File: config.mk
export PLATFORM = sky130hd
export DESIGN_NAME = snoop_bus_arbiter
export DESIGN_NICKNAME = d
export VERILOG_FILES = /design/src/rtl/snoop_bus_arbiter_pkg.sv /design/src/rtl/snoop_bus_arbiter_rr_picker.sv /design/src/rtl/snoop_bus_arbiter.sv
export SDC_FILE = /design/constraint.sdc
export NUM_CORES = 1
export LEC_CHECK = 0
export CAP_MARGIN = 20
export CORE_ASPECT_RATIO = 2
export CORE_MARGIN = 2
export CORE_UTILIZATION = 48
export CTS_BUF_LIST = sky130_fd_sc_hd__clkbuf_4 sky130_fd_sc_hd__clkbuf_8
export DETAILED_ROUTE_END_ITERATION = 8
export PLACE_DENSITY = 0.84
export SYNTH_ARGS = -nofsm -noshare
export SYNTH_HDL_FRONTEND = slang
export SYNTH_SLANG_ARGS = --single-unit
File: constraint.sdc
create_clock -name i_Clock -period 3.3 [get_ports i_Clock]
set_input_delay 0.66 -clock i_Clock [delete_from_list [all_inputs] [get_ports i_Clock]]
set_output_delay 0.66 -clock i_Clock [all_outputs]
set_load 0.1 [all_outputs]
File: src/rtl/snoop_bus_arbiter_pkg.sv
// Shared message codes and FSM state encoding for the snooping bus arbiter,
// emitters and receivers.
package snoop_bus_arbiter_pkg;

  typedef enum logic [1:0] {
    MSG_NONE       = 2'b00,
    MSG_READ_MISS  = 2'b01,
    MSG_WRITE_MISS = 2'b10,
    MSG_INVALIDATE = 2'b11
  } msg_e;

  typedef enum logic [1:0] {
    ST_IDLE      = 2'b00,
    ST_BROADCAST = 2'b01,
    ST_WAIT_WB   = 2'b10,
    ST_DONE      = 2'b11
  } state_e;

endpackage

File: src/rtl/snoop_bus_arbiter_rr_picker.sv
// Combinational round-robin picker: first set request at or after the
// priority pointer, wrapping modulo N_REQ.
module snoop_bus_arbiter_rr_picker #(
  parameter int unsigned N_REQ = 4
) (
  input  logic [N_REQ-1:0]         req_i,
  input  logic [$clog2(N_REQ)-1:0] ptr_i,
  output logic [N_REQ-1:0]         grant_o,
  output logic [$clog2(N_REQ)-1:0] idx_o,
  output logic                     any_o
);

  localparam int unsigned SRC_W = $clog2(N_REQ);

  logic [SRC_W-1:0] cand;
  logic             found;

  always_comb begin
    grant_o = '0;
    idx_o   = '0;
    found   = 1'b0;
    cand    = '0;
    for (int unsigned k = 0; k < N_REQ; k++) begin
      cand = SRC_W'((32'(ptr_i) + k) % N_REQ);
      if (!found && req_i[cand]) begin
        found          = 1'b1;
        idx_o          = cand;
        grant_o[cand]  = 1'b1;
      end
    end
    any_o = found;
  end

endmodule

File: src/rtl/snoop_bus_arbiter.sv
// Round-robin owner of the snooping coherence bus: latches the winner's message,
// broadcasts it, waits out dirty-copy write-backs, then signals completion.
module snoop_bus_arbiter
  import snoop_bus_arbiter_pkg::*;
#(
  parameter int unsigned N_REQ      = 4,
  parameter int unsigned ADDR_W     = 8,
  parameter int unsigned WB_TIMEOUT = 15
) (
  input  logic                      i_Clock,
  input  logic                      i_Reset,
  input  logic [N_REQ-1:0]          i_Req,
  input  logic [2*N_REQ-1:0]        i_Msg,
  input  logic [ADDR_W*N_REQ-1:0]   i_Addr,
  input  logic [N_REQ-1:0]          i_SnoopAbort,
  input  logic [N_REQ-1:0]          i_WbDone,
  output logic [N_REQ-1:0]          o_Grant,
  output logic [N_REQ-1:0]          o_Done,
  output logic                      o_BusValid,
  output logic [1:0]                o_BusMsg,
  output logic [ADDR_W-1:0]         o_BusAddr,
  output logic [$clog2(N_REQ)-1:0]  o_BusSrc,
  output logic                      o_Timeout
);

  localparam int unsigned SRC_W = $clog2(N_REQ);
  localparam int unsigned CNT_W = $clog2(WB_TIMEOUT + 1);

  state_e              state_q, state_d;
  logic [SRC_W-1:0]    prio_q, prio_d;
  logic [SRC_W-1:0]    src_q, src_d;
  msg_e                msg_q, msg_d;
  logic [ADDR_W-1:0]   addr_q, addr_d;
  logic [N_REQ-1:0]    mask_q, mask_d;
  logic [CNT_W-1:0]    cnt_q, cnt_d;
  logic [N_REQ-1:0]    grant_q, grant_d;
  logic [N_REQ-1:0]    done_q, done_d;
  logic                valid_q, valid_d;
  logic                timeout_q, timeout_d;

  logic [N_REQ-1:0]    elig_c;
  logic [N_REQ-1:0]    pick_onehot_c;
  logic [SRC_W-1:0]    pick_idx_c;
  logic                pick_any_c;
  msg_e                msg_sel_c;
  logic [ADDR_W-1:0]   addr_sel_c;
  logic [N_REQ-1:0]    abort_mask_c;
  logic [N_REQ-1:0]    wb_left_c;
  logic                wb_expire_c;

  // A request carrying NONE is never eligible for the bus.
  always_comb begin
    elig_c = '0;
    for (int i = 0; i < int'(N_REQ); i++) begin
      elig_c[i] = i_Req[i] && (i_Msg[2*i +: 2] != 2'(MSG_NONE));
    end
  end

  snoop_bus_arbiter_rr_picker #(.N_REQ(N_REQ)) u_rr_picker (
    .req_i   (elig_c),
    .ptr_i   (prio_q),
    .grant_o (pick_onehot_c),
    .idx_o   (pick_idx_c),
    .any_o   (pick_any_c)
  );

  always_comb begin
    msg_sel_c  = MSG_NONE;
    addr_sel_c = '0;
    for (int i = 0; i < int'(N_REQ); i++) begin
      if (pick_idx_c == SRC_W'(i)) begin
        msg_sel_c  = msg_e'(i_Msg[2*i +: 2]);
        addr_sel_c = i_Addr[ADDR_W*i +: ADDR_W];
      end
    end
  end

  assign abort_mask_c = i_SnoopAbort & ~(N_REQ'(1) << src_q);
  assign wb_left_c    = mask_q & ~i_WbDone;
  assign wb_expire_c  = (cnt_q == CNT_W'(WB_TIMEOUT - 1));

  // State and datapath registers.
  always_ff @(posedge i_Clock) begin
    if (i_Reset) begin
      state_q   <= ST_IDLE;
      prio_q    <= '0;
      src_q     <= '0;
      msg_q     <= MSG_NONE;
      addr_q    <= '0;
      mask_q    <= '0;
      cnt_q     <= '0;
      grant_q   <= '0;
      done_q    <= '0;
      valid_q   <= 1'b0;
      timeout_q <= 1'b0;
    end else begin
      state_q   <= state_d;
      prio_q    <= prio_d;
      src_q     <= src_d;
      msg_q     <= msg_d;
      addr_q    <= addr_d;
      mask_q    <= mask_d;
      cnt_q     <= cnt_d;
      grant_q   <= grant_d;
      done_q    <= done_d;
      valid_q   <= valid_d;
      timeout_q <= timeout_d;
    end
  end

  // Next-state logic.
  always_comb begin
    state_d = state_q;
    case (state_q)
      ST_IDLE:      if (pick_any_c) state_d = ST_BROADCAST;
      ST_BROADCAST: state_d = (|abort_mask_c) ? ST_WAIT_WB : ST_DONE;
      ST_WAIT_WB: begin
        if (wb_left_c == '0)  state_d = ST_BROADCAST;
        else if (wb_expire_c) state_d = ST_DONE;
      end
      ST_DONE:      state_d = ST_IDLE;
      default:      state_d = ST_IDLE;
    endcase
  end

  // Datapath and registered-output next values; the timeout pulse lands with DONE.
  always_comb begin
    prio_d    = prio_q;
    src_d     = src_q;
    msg_d     = msg_q;
    addr_d    = addr_q;
    mask_d    = mask_q;
    cnt_d     = cnt_q;
    grant_d   = grant_q;
    done_d    = '0;
    valid_d   = (state_d == ST_BROADCAST);
    timeout_d = 1'b0;
    case (state_q)
      ST_IDLE: begin
        if (pick_any_c) begin
          src_d   = pick_idx_c;
          msg_d   = msg_sel_c;
          addr_d  = addr_sel_c;
          grant_d = pick_onehot_c;
        end
      end
      ST_BROADCAST: begin
        if (|abort_mask_c) begin
          mask_d = abort_mask_c;
          cnt_d  = '0;
        end
      end
      ST_WAIT_WB: begin
        mask_d    = wb_left_c;
        cnt_d     = cnt_q + CNT_W'(1);
        timeout_d = (wb_left_c != '0) && wb_expire_c;
      end
      ST_DONE: begin
        grant_d = '0;
        prio_d  = (src_q == SRC_W'(N_REQ - 1)) ? '0 : src_q + SRC_W'(1);
      end
      default: ;
    endcase
    if (state_d == ST_DONE) done_d = N_REQ'(1) << src_q;
  end

  assign o_Grant    = grant_q;
  assign o_Done     = done_q;
  assign o_BusValid = valid_q;
  assign o_BusMsg   = msg_q;
  assign o_BusAddr  = addr_q;
  assign o_BusSrc   = src_q;
  assign o_Timeout  = timeout_q;

endmodule

==> results of run 1 <==
[cells in the mapped netlist]
library cell  instances  area (µm²)
dfxtp_1              34         681
a21oi_1              24         120
mux2i_1              23         230
nor2_1               23        86.3
ha_1                 14         175
o21ai_1              14        70.1
nand2_1              11        41.3
mux2_4               10         150
nand3b_1             10        75.1
and2_1                9        56.3
nor2b_1               9        56.3
o21ai_0               8        40.0
inv_1                 7        26.3
clkbuf_1              6        22.5
a311oi_1              5        43.8
o21a_1                5        37.5
a22oi_1               4        30.0
a31oi_1               4        25.0
and4_1                4        35.0
buf_6                 4        45.0
nand2b_1              4        25.0
nor3_1                4        20.0
o22a_1                4        35.0
nand3_1               3        15.0
o211ai_2              3        37.5
and3_1                2        12.5
o21ai_4               2        32.5
o32ai_1               2        17.5
a2111oi_1             1        10.0
a221oi_4              1        26.3
a31o_1                1        8.76
a31o_2                1        8.76
and2_2                1        7.51
buf_1                 1        3.75
buf_2                 1        5.00
inv_6                 1        8.76
mux4_1                1        26.3
nor4_1                1        6.26
nor4b_1               1        8.76
o211ai_1              1        7.51
o221ai_1              1        8.76
o221ai_2              1        15.0
o2bb2ai_2             1        15.0
[layer usage]
layer  wire length (µm)  track usage  vias to the layer above
li1                   -            -                     1147
met1               2280        0.234                     1069
met2               3920        0.474                       50
met3                132       0.0316                       12
met4                168        0.105                        0
met5                  0            0                        -
[state kept, by name, indices dropped and copies added, names as in the netlist]
| name | flops |
|---|---|
| mask_q | 4 |
| o_Timeout | 1 |
| o_BusValid | 1 |
| o_Done | 4 |
| o_BusMsg | 2 |
| prio_q | 2 |
| cnt_q | 4 |
| state_q | 2 |
| o_BusAddr | 8 |
| o_BusSrc | 2 |
| o_Grant | 4 |
[worst max-delay path by stage]
stage / end / slack (ps) / cells after the start
floorplan: o_BusAddr[0] / 710 / 10
global placement: o_BusMsg[0] / 420 / 8
detailed placement: o_BusAddr[4] / 380 / 8
CTS: o_BusMsg[0] / 680 / 8
global route: o_Grant[1] / 460 / 7
finish: o_BusMsg[0] / 650 / 8
[stage by stage]
stage	utilization	hold WS [ps]	area, µm²	worst slack (ps)	cells
after CTS	0.674	482	3280	675	404
after floorplan	-	439	2410	706	267
after global routing	0.674	503	3280	463	404
after global placement	0.652	458	3170	423	396
final	0.674	480	3280	655	404
after detailed placement	0.652	470	3170	380	396
[cell families (layout without fill, tap and decap cells)]
group,count (synthesis),count (layout),share of synthesized area
AOI/OAI and AO/OA,83,83,0.245
adders and majority gates,14,14,0.0727
buffers and inverters,20,100,0.0462
DFF,34,34,0.283
muxes,34,34,0.169
and+or+nand+nor,82,82,0.185
[power breakdown]
part | switching [µW] | internal, µW
logic | 460 | 245
clock network | 153 | 222
registers | 31.1 | 455
[final cells by class]
class	instances	area, µm²	area share
Clock inverter	3	40.0	0.0122
Clock buffer	5	68.8	0.0210
Inverter	8	35.0	0.0107
Multi-Input combinational cell	213	1620	0.493
Tap cell	57	71.3	0.0217
Sequential cell	34	681	0.207
Timing Repair Buffer	84	768	0.234
==> impl_metrics.toml, run 1 <==
[floorplan]
start_util = 0.495
num_rows = 36
core_area_mm2 = 0.00486
die_y_um = 104
dieWidth_um = 54.1
design.die.area_mm2 = 0.00564
ios = 76

[global_route]
grt_max_degree = 26
overflow = 0
grt.total_usage = 0.246
grt_pass1_vias = 2251
grt_first_pass_wirelength_mm = 10.3
antenna_found_initial = 0

[detailed_routing]
vias = 2278
drt_iter0_markers = 59
wl_mm = 6.51
vias_per_cell = 5.64
ant_nets = 0
avgRoutedWirePerCell_um = 16.1
first_pass_iters = 4
drc = 0

[timing]
fin_setup_tns_ps = 0
setup_violations = 0
fin_crit_sh = 0.802
fin_worst_skew_ps = 6.95
report.final.slew_viol_count = 0
worst_pin_slew_ps = 968
relSlewSlack = 0.352
max_freq_ghz = 0.378
hold_violations = 0
period_minus_slack_ps = 2650
rsz0062_at_grt = "false"

[pwr]
p_total_uw = 1570
power.density_mw_per_mm2 = 477
vdd_drop_max_mv = 0.405
p_leak_uw = 0.00140

[layout]
final_common_cell = "clkdlybuf4s50_1"
n_antenna_cell = 0
drive_gt1_frac = 0.167
final_cell_mix = "55 x clkdlybuf4s50_1, 34 x dfxtp_1, 29 x buf_4, 24 x a21oi_1"
syn2layout_area_growth_pct = 36.2
fin_nets = 414
fillers = 430

[clock_network]
clock_latency_ps = 290
clockBufferDepth = 2
clkTransAtPathRegs_ps = 70
h-tree-depth = 2
cts_tree = "yes"
cts_resized = 0
clock_sinks = 34
cts-root-buf = "clkbuf_8"
hold_buffers = 0
cts_buffers = 5
cts_setup_buffers = 0

[yosys]
syn_area_mm2 = 0.00241
yosys_warnings = 0
syn_avg_cell_area_um2 = 9.02
ys_types = 43
synth_nets = 335
synth-seq-cells = 34
synth-seq-area-share = 0.283
syn_inst = 267

[setup_path]
cpMostUsedCell = "o21ai_1"
startpoint_type = "input pin"
rrSetupSlack_ps = 840
path_class = "input pin to flop"
critPathMaxStageDelay_ps = 440
worstPathCellList = "clkdlybuf4s50_1 -> o21ai_1 -> o211ai_2 -> o2bb2ai_2 -> a221oi_4 -> buf_4 -> mux2_4 -> o21ai_1"
crit_start = "i_Msg[1]"
worstPathArrival_ps = 2860
r2r.worst_path.cells = 8
crit_path_end_kind = "flop"
reg2reg_from = "prio_q[1]"
cp_slowest_cell = "clkdlybuf4s50_1"
path_buf_inv = 2
r2r-end = "o_BusMsg[0]"
cp.required_ps = 3520
crit_path_max_fanout = 11
cpLargestDelayFamily = "compound AO/OA/AOI/OAI gates"

[flow_run]
drv_cap = 0

[min_path]
hold_class = "flop to flop"
min-delay-start = "cnt_q[3]"
holdPathEnd = "cnt_q[3]"
min_path_cells = 1

[place]
port_buffers = 75
gp_congestion = 0.855
dp_hpwl_mm = 5.20

[run_status]
status = "complete, no violations"
No activity file was read; power rests on OpenSTA's default activity.
==> inputs of run 2 (changes only) <==
--- a/config.mk
+++ b/config.mk
@@ -8,10 +8,10 @@
 export CAP_MARGIN = 20
 export CORE_ASPECT_RATIO = 2
 export CORE_MARGIN = 2
-export CORE_UTILIZATION = 48
+export CORE_UTILIZATION = 44
 export CTS_BUF_LIST = sky130_fd_sc_hd__clkbuf_4 sky130_fd_sc_hd__clkbuf_8
 export DETAILED_ROUTE_END_ITERATION = 8
-export PLACE_DENSITY = 0.84
+export PLACE_DENSITY = 0.81
 export SYNTH_ARGS = -nofsm -noshare
 export SYNTH_HDL_FRONTEND = slang
 export SYNTH_SLANG_ARGS = --single-unit
==> constraint.sdc (replaced) <==
create_clock -name i_Clock -period 2.2 [get_ports i_Clock]
set_input_delay 0.44 -clock i_Clock [delete_from_list [all_inputs] [get_ports i_Clock]]
set_output_delay 0.44 -clock i_Clock [all_outputs]
set_load 0.1 [all_outputs]
==> run 2 against run 1 <==
  * Critical path depth grew 1
  * Setup slack lost 610 ps
  * Final area is 13% higher
  * Clock power grew 30%
  * Clock-buffer cell count is 2 higher
  * Critical path type is now flop to flop
  * Wire length up 10%
  * First-iteration DRC count grew 69%
  * Die area rose by 8.6%
==> impl_metrics.toml, run 2 (synthesis gave the netlist of run 1 again) <==
[layout]
fin_nets = 450
syn2layout_area_growth_pct = 53.4
largest_register_ff_count = 8
final_cell_mix = "62 x buf_4, 42 x clkdlybuf4s50_1, 30 x dfxtp_1, 23 x a21oi_1"
final_common_cell = "buf_4"
n_antenna_cell = 0
drive_gt1_frac = 0.308

[floorplan]
die_y_um = 109
core_area_mm2 = 0.00537
num_rows = 38
start_util = 0.448
design.die.area_mm2 = 0.00612
ios = 76
dieWidth_um = 56.3

[global_route]
grt_max_degree = 22
grt_pass1_vias = 2458
overflow = 0
grt.total_usage = 0.231
antenna_found_initial = 0
grt_first_pass_wirelength_mm = 11.1

[clock_network]
hold_buffers = 0
clock_sinks = 34
cts_buffers = 5
clock_latency_ps = 290
cts_tree = "yes"
clockBufferDepth = 2
clkTransAtPathRegs_ps = 70
h-tree-depth = 2
cts-root-buf = "clkbuf_8"

[timing]
report.final.slew_viol_count = 0
fin_crit_sh = 0.978
worst_pin_slew_ps = 543
setup_violations = 0
hold_violations = 0
fin_worst_skew_ps = 8.00
max_freq_ghz = 0.465
fin_hold_ws_ps = 484
rsz0062_at_grt = "true"
period_minus_slack_ps = 2150
fin_setup_tns_ps = 0
relSlewSlack = 0.635

[setup_path]
crit_path_max_fanout = 7
cp.required_ps = 2420
cpLargestDelayFamily = "multiplexers"
worstPathArrival_ps = 2370
critPathMaxStageDelay_ps = 370
path_class = "flop to flop"
cp_slowest_cell = "dfxtp_4"
startpoint_type = "flop"
worstPathCellList = "inv_6 -> ha_4 -> mux2i_4 -> o2bb2ai_4 -> a221oi_4 -> buf_6 -> buf_12 -> mux2_4 -> o21ai_2"
crit_path_end_kind = "flop"
path_buf_inv = 3

[detailed_routing]
drt_iter0_markers = 100
wl_mm = 7.16
vias = 2502
ant_nets = 0
avgRoutedWirePerCell_um = 16.2
vias_per_cell = 5.65
first_pass_iters = 4
drc = 0

[pwr]
p_leak_uw = 0.00166
p_total_uw = 2430
vdd_drop_max_mv = 0.609
power.density_mw_per_mm2 = 658

[flow_run]
drv_cap = 0

[place]
port_buffers = 75
dp_hpwl_mm = 5.51
gp_congestion = 0.830

[min_path]
hold_class = "flop to flop"

[run_status]
status = "complete, no violations"
run 2: final cells by class:
type                    count  area (µm²)
repair buffers            120        1100
fillers                   419        1680
inverters                   8        35.0
multi-input cells         213        1710
flip-flops and latches     34         688
well taps                  60        75.1
clock inverters             1        5.00
clock buffers               7        90.1
run 2: tightest hold or removal path: stages, from the launching register on:
cell and delay [ps]:
dfxtp_1 320, nand3b_1 70, o21ai_1 50
run 2: worst paths after layout:
check | from | endpoint | slack [ps] | depth (start not counted)
setup / recovery | prio_q[0] | o_BusMsg[0] | 50 | 9
hold / removal | o_BusAddr[0] | o_BusAddr[0] | 480 | 2
setup reg to reg | prio_q[0] | o_BusMsg[0] | 50 | 9
hold reg to reg | o_BusAddr[0] | o_BusAddr[0] | 480 | 2
run 2: repair_timing:
item / CTS / global route
endpoints found under the setup margin: 14 / 14
pin swaps: 1 / 2
setup buffers: 2 / 10
resized for setup: 13 / 18
gates cloned: 1 / 0
run 2: through the flow:
| step | instance area [µm²] | cells | util | worst slack, ps |
|---|---|---|---|---|
| finish | 3690 | 443 | 0.688 | 49.3 |
| global route | 3690 | 443 | 0.688 | -41.8 |
| CTS | 3550 | 433 | 0.660 | 0.121 |
| detailed placement | 3410 | 422 | 0.635 | -332 |
| global placement | 3410 | 422 | 0.635 | -280 |
| floorplan | 2450 | 267 | - | -47.1 |
run 2: metal layers:
layer	GRT usage	share of wire	up-vias
met1	0.219	0.34	1194
li1	-	-	1214
met3	0.0225	0.024	26
met2	0.468	0.59	68
met5	0	0	-
met4	0.121	0.048	0
run 2: power by group:
part	total [µW]	switching (µW)	internal [µW]
clock	488	223	265
combinational	1210	740	475
sequential	730	47.0	683
total	2430	1010	1420
